<file path="src/rtl/adder_la_sequencer.sv">
// LA-side stimulus/response sequencer for the instrumented adder wrapper.
// Loads operands, runs the adder, times completion, captures and checks the sum.
module adder_la_sequencer #(
  parameter int WIDTH   = 32,
  parameter int TIMEOUT = 1023,
  parameter int CNT_W   = 16
) (
  input  logic             wb_clk_i,
  input  logic             wb_rst_i,
  input  logic             cmd_valid,
  output logic             cmd_ready,
  input  logic [WIDTH-1:0] cmd_a,
  input  logic [WIDTH-1:0] cmd_b,
  output logic             rsp_valid,
  input  logic             rsp_ready,
  output logic [WIDTH-1:0] rsp_sum,
  output logic             rsp_carry,
  output logic [CNT_W-1:0] rsp_cycles,
  output logic             rsp_error,
  output logic             rsp_timeout,
  output logic [WIDTH-1:0] la_a,
  output logic [WIDTH-1:0] la_b,
  output logic             la_load,
  output logic             la_run,
  output logic             la_capture,
  input  logic [WIDTH-1:0] la_sum,
  input  logic             la_carry,
  input  logic             la_done,
  output logic [CNT_W-1:0] stat_runs,
  output logic [CNT_W-1:0] stat_errors
);

  localparam logic [CNT_W-1:0] TO_C = CNT_W'(TIMEOUT);
  localparam logic [CNT_W-1:0] ONE  = CNT_W'(1);

  typedef enum logic [2:0] {
    S_IDLE, S_LOAD, S_RUN, S_CAP, S_RESP
  } state_t;

  state_t state_q, state_d;

  logic [WIDTH-1:0] la_a_q, la_b_q;
  logic [WIDTH:0]   gold_q;
  logic [CNT_W-1:0] cnt_q;
  logic [CNT_W-1:0] cyc_q;
  logic [WIDTH-1:0] sum_q;
  logic             carry_q, err_q, to_q;
  logic [CNT_W-1:0] runs_q, errs_q;

  logic [CNT_W-1:0] cnt_inc;
  logic             run_end, accept, hshake;

  assign cnt_inc = cnt_q + ONE;
  assign run_end = (state_q == S_RUN) && (la_done || cnt_inc == TO_C);
  assign accept  = (state_q == S_IDLE) && cmd_valid;
  assign hshake  = (state_q == S_RESP) && rsp_ready;

  // State register
  always_ff @(posedge wb_clk_i) begin
    if (wb_rst_i) state_q <= S_IDLE;
    else          state_q <= state_d;
  end

  // Next-state logic
  always_comb begin
    state_d = state_q;
    unique case (state_q)
      S_IDLE:  if (cmd_valid) state_d = S_LOAD;
      S_LOAD:  state_d = S_RUN;
      S_RUN:   if (run_end) state_d = S_CAP;
      S_CAP:   state_d = S_RESP;
      S_RESP:  if (rsp_ready) state_d = S_IDLE;
      default: state_d = S_IDLE;
    endcase
  end

  // Control outputs decoded from the registered state
  always_comb begin
    cmd_ready  = (state_q == S_IDLE);
    la_load    = (state_q == S_LOAD);
    la_run     = (state_q == S_RUN);
    la_capture = (state_q == S_CAP);
    rsp_valid  = (state_q == S_RESP);
  end

  // Operand, timing, capture and statistics datapath
  always_ff @(posedge wb_clk_i) begin
    if (wb_rst_i) begin
      la_a_q  <= '0;
      la_b_q  <= '0;
      gold_q  <= '0;
      cnt_q   <= '0;
      cyc_q   <= '0;
      sum_q   <= '0;
      carry_q <= 1'b0;
      err_q   <= 1'b0;
      to_q    <= 1'b0;
      runs_q  <= '0;
      errs_q  <= '0;
    end else begin
      if (accept) begin
        la_a_q <= cmd_a;
        la_b_q <= cmd_b;
        gold_q <= {1'b0, cmd_a} + {1'b0, cmd_b};
      end
      if (state_q == S_LOAD) begin
        cnt_q <= '0;
        to_q  <= 1'b0;
      end
      if (state_q == S_RUN) begin
        cnt_q <= cnt_inc;
        if (la_done) begin
          cyc_q <= cnt_inc;
        end else if (cnt_inc == TO_C) begin
          cyc_q <= TO_C;
          to_q  <= 1'b1;
        end
      end
      if (state_q == S_CAP) begin
        sum_q   <= la_sum;
        carry_q <= la_carry;
        err_q   <= ({la_carry, la_sum} != gold_q);
      end
      if (hshake) begin
        if (runs_q != '1) runs_q <= runs_q + ONE;
        if ((err_q || to_q) && errs_q != '1)
          errs_q <= errs_q + ONE;
      end
    end
  end

  assign la_a        = la_a_q;
  assign la_b        = la_b_q;
  assign rsp_sum     = sum_q;
  assign rsp_carry   = carry_q;
  assign rsp_cycles  = cyc_q;
  assign rsp_error   = err_q;
  assign rsp_timeout = to_q;
  assign stat_runs   = runs_q;
  assign stat_errors = errs_q;

endmodule

</file>
<file path="config.mk">
export PLATFORM = sky130hd
export DESIGN_NAME = adder_la_sequencer
export DESIGN_NICKNAME = d
export VERILOG_FILES = /design/src/rtl/adder_la_sequencer.sv
export SDC_FILE = /design/constraint.sdc
export NUM_CORES = 1
export LEC_CHECK = 0
export CORE_ASPECT_RATIO = 1.4
export CORE_MARGIN = 3
export CORE_UTILIZATION = 40
export CTS_CLUSTER_SIZE = 12
export DETAILED_ROUTE_END_ITERATION = 8
export PLACE_DENSITY = 0.68
export SLEW_MARGIN = 40
export SYNTH_ARGS = -nofsm -noshare
export SYNTH_HDL_FRONTEND = slang
export SYNTH_SLANG_ARGS = --single-unit
export TNS_END_PERCENT = 1
</file>
<file path="constraint.sdc">
create_clock -name wb_clk_i -period 3.9 [get_ports wb_clk_i]
set_clock_uncertainty 0.15 [all_clocks]
set_input_delay 0.78 -clock wb_clk_i [delete_from_list [all_inputs] [get_ports wb_clk_i]]
set_output_delay 0.78 -clock wb_clk_i [all_outputs]
set_load 0.01 [all_outputs]
</file>
Word level (Yosys, flattened, before mapping)
Index checks and enable logic that the tools add are counted.
{"block": "word_totals", "output_inout_bits": 152, "register_bits": 199}
{"block": "classes", "n_eq_ne": 11, "reduce_logical": 13, "addsub": 4, "muxes": 12}
{"op": "2-to-1 mux 16 bit", "n": 4}
{"op": "adder 16 x 1 -> 16 bit, second input constant", "n": 3}
{"op": "adder 32 x 32 -> 33 bit", "n": 1}
{"op": "!= test 33 bit", "n": 1}
{"op": "!= test 16 bit, second input constant", "n": 2}
{"op": "== test 16 x 10 -> 1 bit, second input constant", "n": 1}
{"op": "case mux 3 bit (5 select lines)", "n": 1}
{"op": "2-to-1 mux 3 bit", "n": 3}
{"op": "== test 3 x 2 -> 1 bit, second input constant", "n": 2}
{"op": "AND reduction 2 bit", "n": 3}
{"op": "logical AND 1 bit", "n": 4}
{"op": "2-to-1 mux 1 bit", "n": 4}
{"op": "!= test 2 x 1 -> 1 bit, second input constant", "n": 2}
{"op": "nonzero test 2 bit", "n": 2}
{"op": "== test 3 x 1 -> 1 bit, second input constant", "n": 1}
{"op": "== test 3 bit, second input constant", "n": 1}
{"op": "logical NOT 3 bit", "n": 1}
{"op": "AND reduction 3 bit", "n": 1}
{"op": "logical OR 1 bit", "n": 2}
{"op": "!= test 2 bit, second input constant", "n": 1}

Logic depth before layout (Yosys ltp)
Gate-level depths: netlist of run 1.
{"block": "depth", "ltp_word": 6, "ltp_mapped": 10}

Worst setup path after synthesis of run 1
OpenSTA, ideal clock, no wires.
{"block": "synth_path", "kind": "input port to flip-flop", "from": "input port cmd_a[0]", "to": "register gold_q[26]", "cell_stages": 10, "t_arrival_ns": 2.881, "setup_ns": 0.115, "n_path_buf": 0, "slack_ns": 0.754, "cell_sequence": "ha_1 > fa_1 > a211oi_1 > nor4_1 > a21oi_1 > nand2_1 > a31oi_1 > o21ai_1 > or2_0 > a31o_1"}
{"block": "synth_between", "elab_chain_len": 1}
{"element": "from (decl)", "line": "12", "source": "input logic [WIDTH-1:0] cmd_a,"}
{"element": "adder 32 x 32 -> 33 bit", "line": "104", "source": "gold_q <= {1'b0, cmd_a} + {1'b0, cmd_b};"}
{"element": "to (signal assigned)", "line": "104"}
{"element": "to (decl)", "line": "43", "source": "logic [WIDTH:0] gold_q;"}
No other way between the ends.
A chain may end at the register's enable or synchronous reset.

Worst setup path in the final report of run 1
{"block": "layout_path", "from": "input port cmd_a[0]", "to": "register gold_q[28]"}
Same word-level chain as after synthesis.

==> results of run 1 <==
## path summary, 6_finish.rpt
kind              startpoint             to  slack [ps]  cells after the start
setup reg to reg    cnt_q[0]  rsp_cycles[2]         950                      9
hold / removal    rsp_sum[4]     rsp_sum[4]         300                      2
setup / recovery    cmd_a[0]     gold_q[28]         510                     12
hold reg to reg   rsp_sum[4]     rsp_sum[4]         300                      2
## cell families after synthesis
kind of cell / synth area share (%)
and+or+nand+nor: 24.15
adders and majority gates: 4.772
DFF: 40.41
AOI/OAI and AO/OA: 18.33
xor gates and xnor gates: 8.085
muxes: 0.3046
buffers and inverters: 3.947
## cell type report
| cell class | instances | area share, % |
|---|---|---|
| Clock buffer | 19 | 3.279 |
| Antenna cell | 2 | 0.03790 |
| Clock inverter | 12 | 0.9665 |
| Timing Repair Buffer | 273 | 20.45 |
| Multi-Input combinational cell | 956 | 41.62 |
| Inverter | 19 | 0.5401 |
| Tap cell | 310 | 2.938 |
| Sequential cell | 199 | 30.17 |
## worst max-delay path, stage by stage
cell and delay, ps:
clkdlybuf4s50_1 430, ha_1 270, fa_1 440, a211oi_1 270
buf_4 160, nor4_1 50, a21oi_1 230, nand2_1 150
a311oi_1 410, nor2_1 110, xnor2_1 130, o21ai_0 170
## cells in the mapped netlist (11+ instances only)
cell type,count,area [um^2]
nand4_1,22,137.6
xnor2_1,46,402.9
clkbuf_1,62,232.7
nand3_1,33,165.2
nor2_1,81,304.0
o21ai_0,42,210.2
nand2_1,288,1081
or3_1,11,68.82
inv_1,18,67.56
and3_1,11,68.82
dfxtp_1,199,3984
ha_1,36,450.4
a21o_1,14,105.1
xor2_1,45,394.1
nor3_1,13,65.06
and2_1,12,75.07
a21oi_1,173,865.8
## power by group through the flow
stage               clock network [mW]  logic [mW]  registers [mW]
global route                      1.86        1.23            2.26
global placement                     0        1.12            2.28
floorplan                            0       0.599            2.31
CTS                               1.79        1.13            2.24
finish                            1.74        1.12            2.24
detailed placement                   0        1.13            2.29
## metal layers
metal / track usage, % / up-vias / part of all wire (%)
met1: 24.44 / 4381 / 40
met2: 40.04 / 249 / 52
met3: 3.985 / 56 / 4.1
met4: 9.676 / 0 / 3.5
li1: - / 4747 / -
met5: 0 / - / 0
## through the flow
stage	std cells	setup WS, ps	utilization (%)	hold slack [ps]
floorplan	1250	754.0	-	293.4
global placement	1757	98.16	52.51	291.5
detailed placement	1757	64.07	52.53	295.5
CTS	1788	500.4	54.86	305.1
global route	1790	272.8	54.88	318.9
finish	1790	514.5	54.88	302.4
## flip-flops by register name, indices dropped and copies added (netlist names), 3 cells and up
name and flops:
stat_errors 16, la_b 32, cnt_q 16, la_a 32
rsp_sum 32, stat_runs 16, state_q 3, rsp_cycles 16
gold_q 33
==> reports/metrics.yaml, run 1 <==
detailed_routing:
  viasPerCell: 5.270
  wirelength_um: 29970
  avgRoutedWirePerCell_um: 16.74
  drt_pass1_iterations: 5
  drt-initial-drc-count: 530
  vias: 9433
  ant_nets: 0
  drc: 0
timing:
  worstMarginPinSlew_ps: 707.7
  hold_viol_final: 0
  setup_viol: 0
  max_slew_margin_pct: 52.82
  finalMaxSlewViolations: 0
  fin_crit_ps: 3385
  setup_tns_ps: 0
  rsz0062_at_grt: "false"
  fin_crit_sh_pct: 86.81
  fmax_mhz: 295.4
floorplanning:
  dieArea_um2: 26590
  fp.dieW_um: 138.7
  core_um2: 24060
  ios: 254
  die_y_um: 191.8
  initial_core_util_pct: 40.97
  rows: 67
global_routing:
  grtUsageTotal_pct: 21.73
  grt_pass1_wl_um: 46970
  grt_overflow: 0
  grt_pass1_vias: 9036
  grt_max_degree: 91
  antenna_found_initial: 2
final_layout:
  regArea_um2: 3984
  syn_to_final_growth_pct: 33.94
  final_cell_area_um2: 13200
  final_common_cell: "nand2_1"
  drive_gt1_share_pct: 4.804
  final_cell_mix: "287 x nand2_1, 252 x clkdlybuf4s50_1, 199 x dfxtp_1"
  final_nets: 1605
  n_fill_cell: 2292
  multiInputGateArea_um2: 5495
cts:
  clock-sinks: 199
  cts_resized: 0
  cts_made_buffers: 17
  clkTransAtPathRegs_ps: 70
  post_cts_buffers: 0
  insertion_delay_ps: 440
  root_buffer: "clkbuf_16"
  clock_path_buffers: 2
  htreeDepth: 4
  cts_tree: "built"
  holdBufCountCts: 0
yosys:
  synth_cell_type_count: 72
  ys_seq_area_share_pct: 40.41
  synth_edf_count: 0
  ys_ff_latch: 199
  netlist_area_um2: 9858
  syn_nets: 1389
  synthArstFlopShare_pct: 0
  synth_cells: 1250
  yosys_warnings: 0
  avgSynthCellArea_um2: 7.887
  synth-main-ff-cell: "dfxtp_1"
pwr:
  power_mw: 5.102
  internal_power_mw: 3.610
  p_leak_nw: 4.815
  pwr_density_cell_nw_per_um2: 386.4
  switching_share_pct: 29.25
  p_sw_mw: 1.493
  clkPwrFrac_pct: 34.1
  ir_drop_uv: 304.6
  combPwrFrac_pct: 22.0
  p_seq_share_pct: 43.9
placed_design:
  place_congestion: 0.8713
  placement.io_buffers: 253
  postPlaceCellArea_um2: 12640
  dp_hpwl_um: 22490
setup_path:
  worstSetupPathType: "primary input to register"
  cp.required_ps: 4110
  cp_max_fo: 3
  cp-start-kind: "primary input"
  arrival_ps: 3600
  end_kind: "register"
run_status:
  status: "finished, final reports clean"
hold_path:
  hold_path_class: "register to register"
flow_run:
  max-cap-violations: 0
Note: power is estimated with default switching activity, not from simulation.
==> run 2: changes to the inputs <==
--- a/config.mk
+++ b/config.mk
@@ -10,6 +10,7 @@
 export CORE_UTILIZATION = 40
 export CTS_CLUSTER_SIZE = 12
 export DETAILED_ROUTE_END_ITERATION = 8
+export GPL_ROUTABILITY_DRIVEN = 0
 export PLACE_DENSITY = 0.68
 export SLEW_MARGIN = 40
 export SYNTH_ARGS = -nofsm -noshare
==> results of run 2 <==
Same layout as run 1: the final DEF is identical, and so are final timing and power.
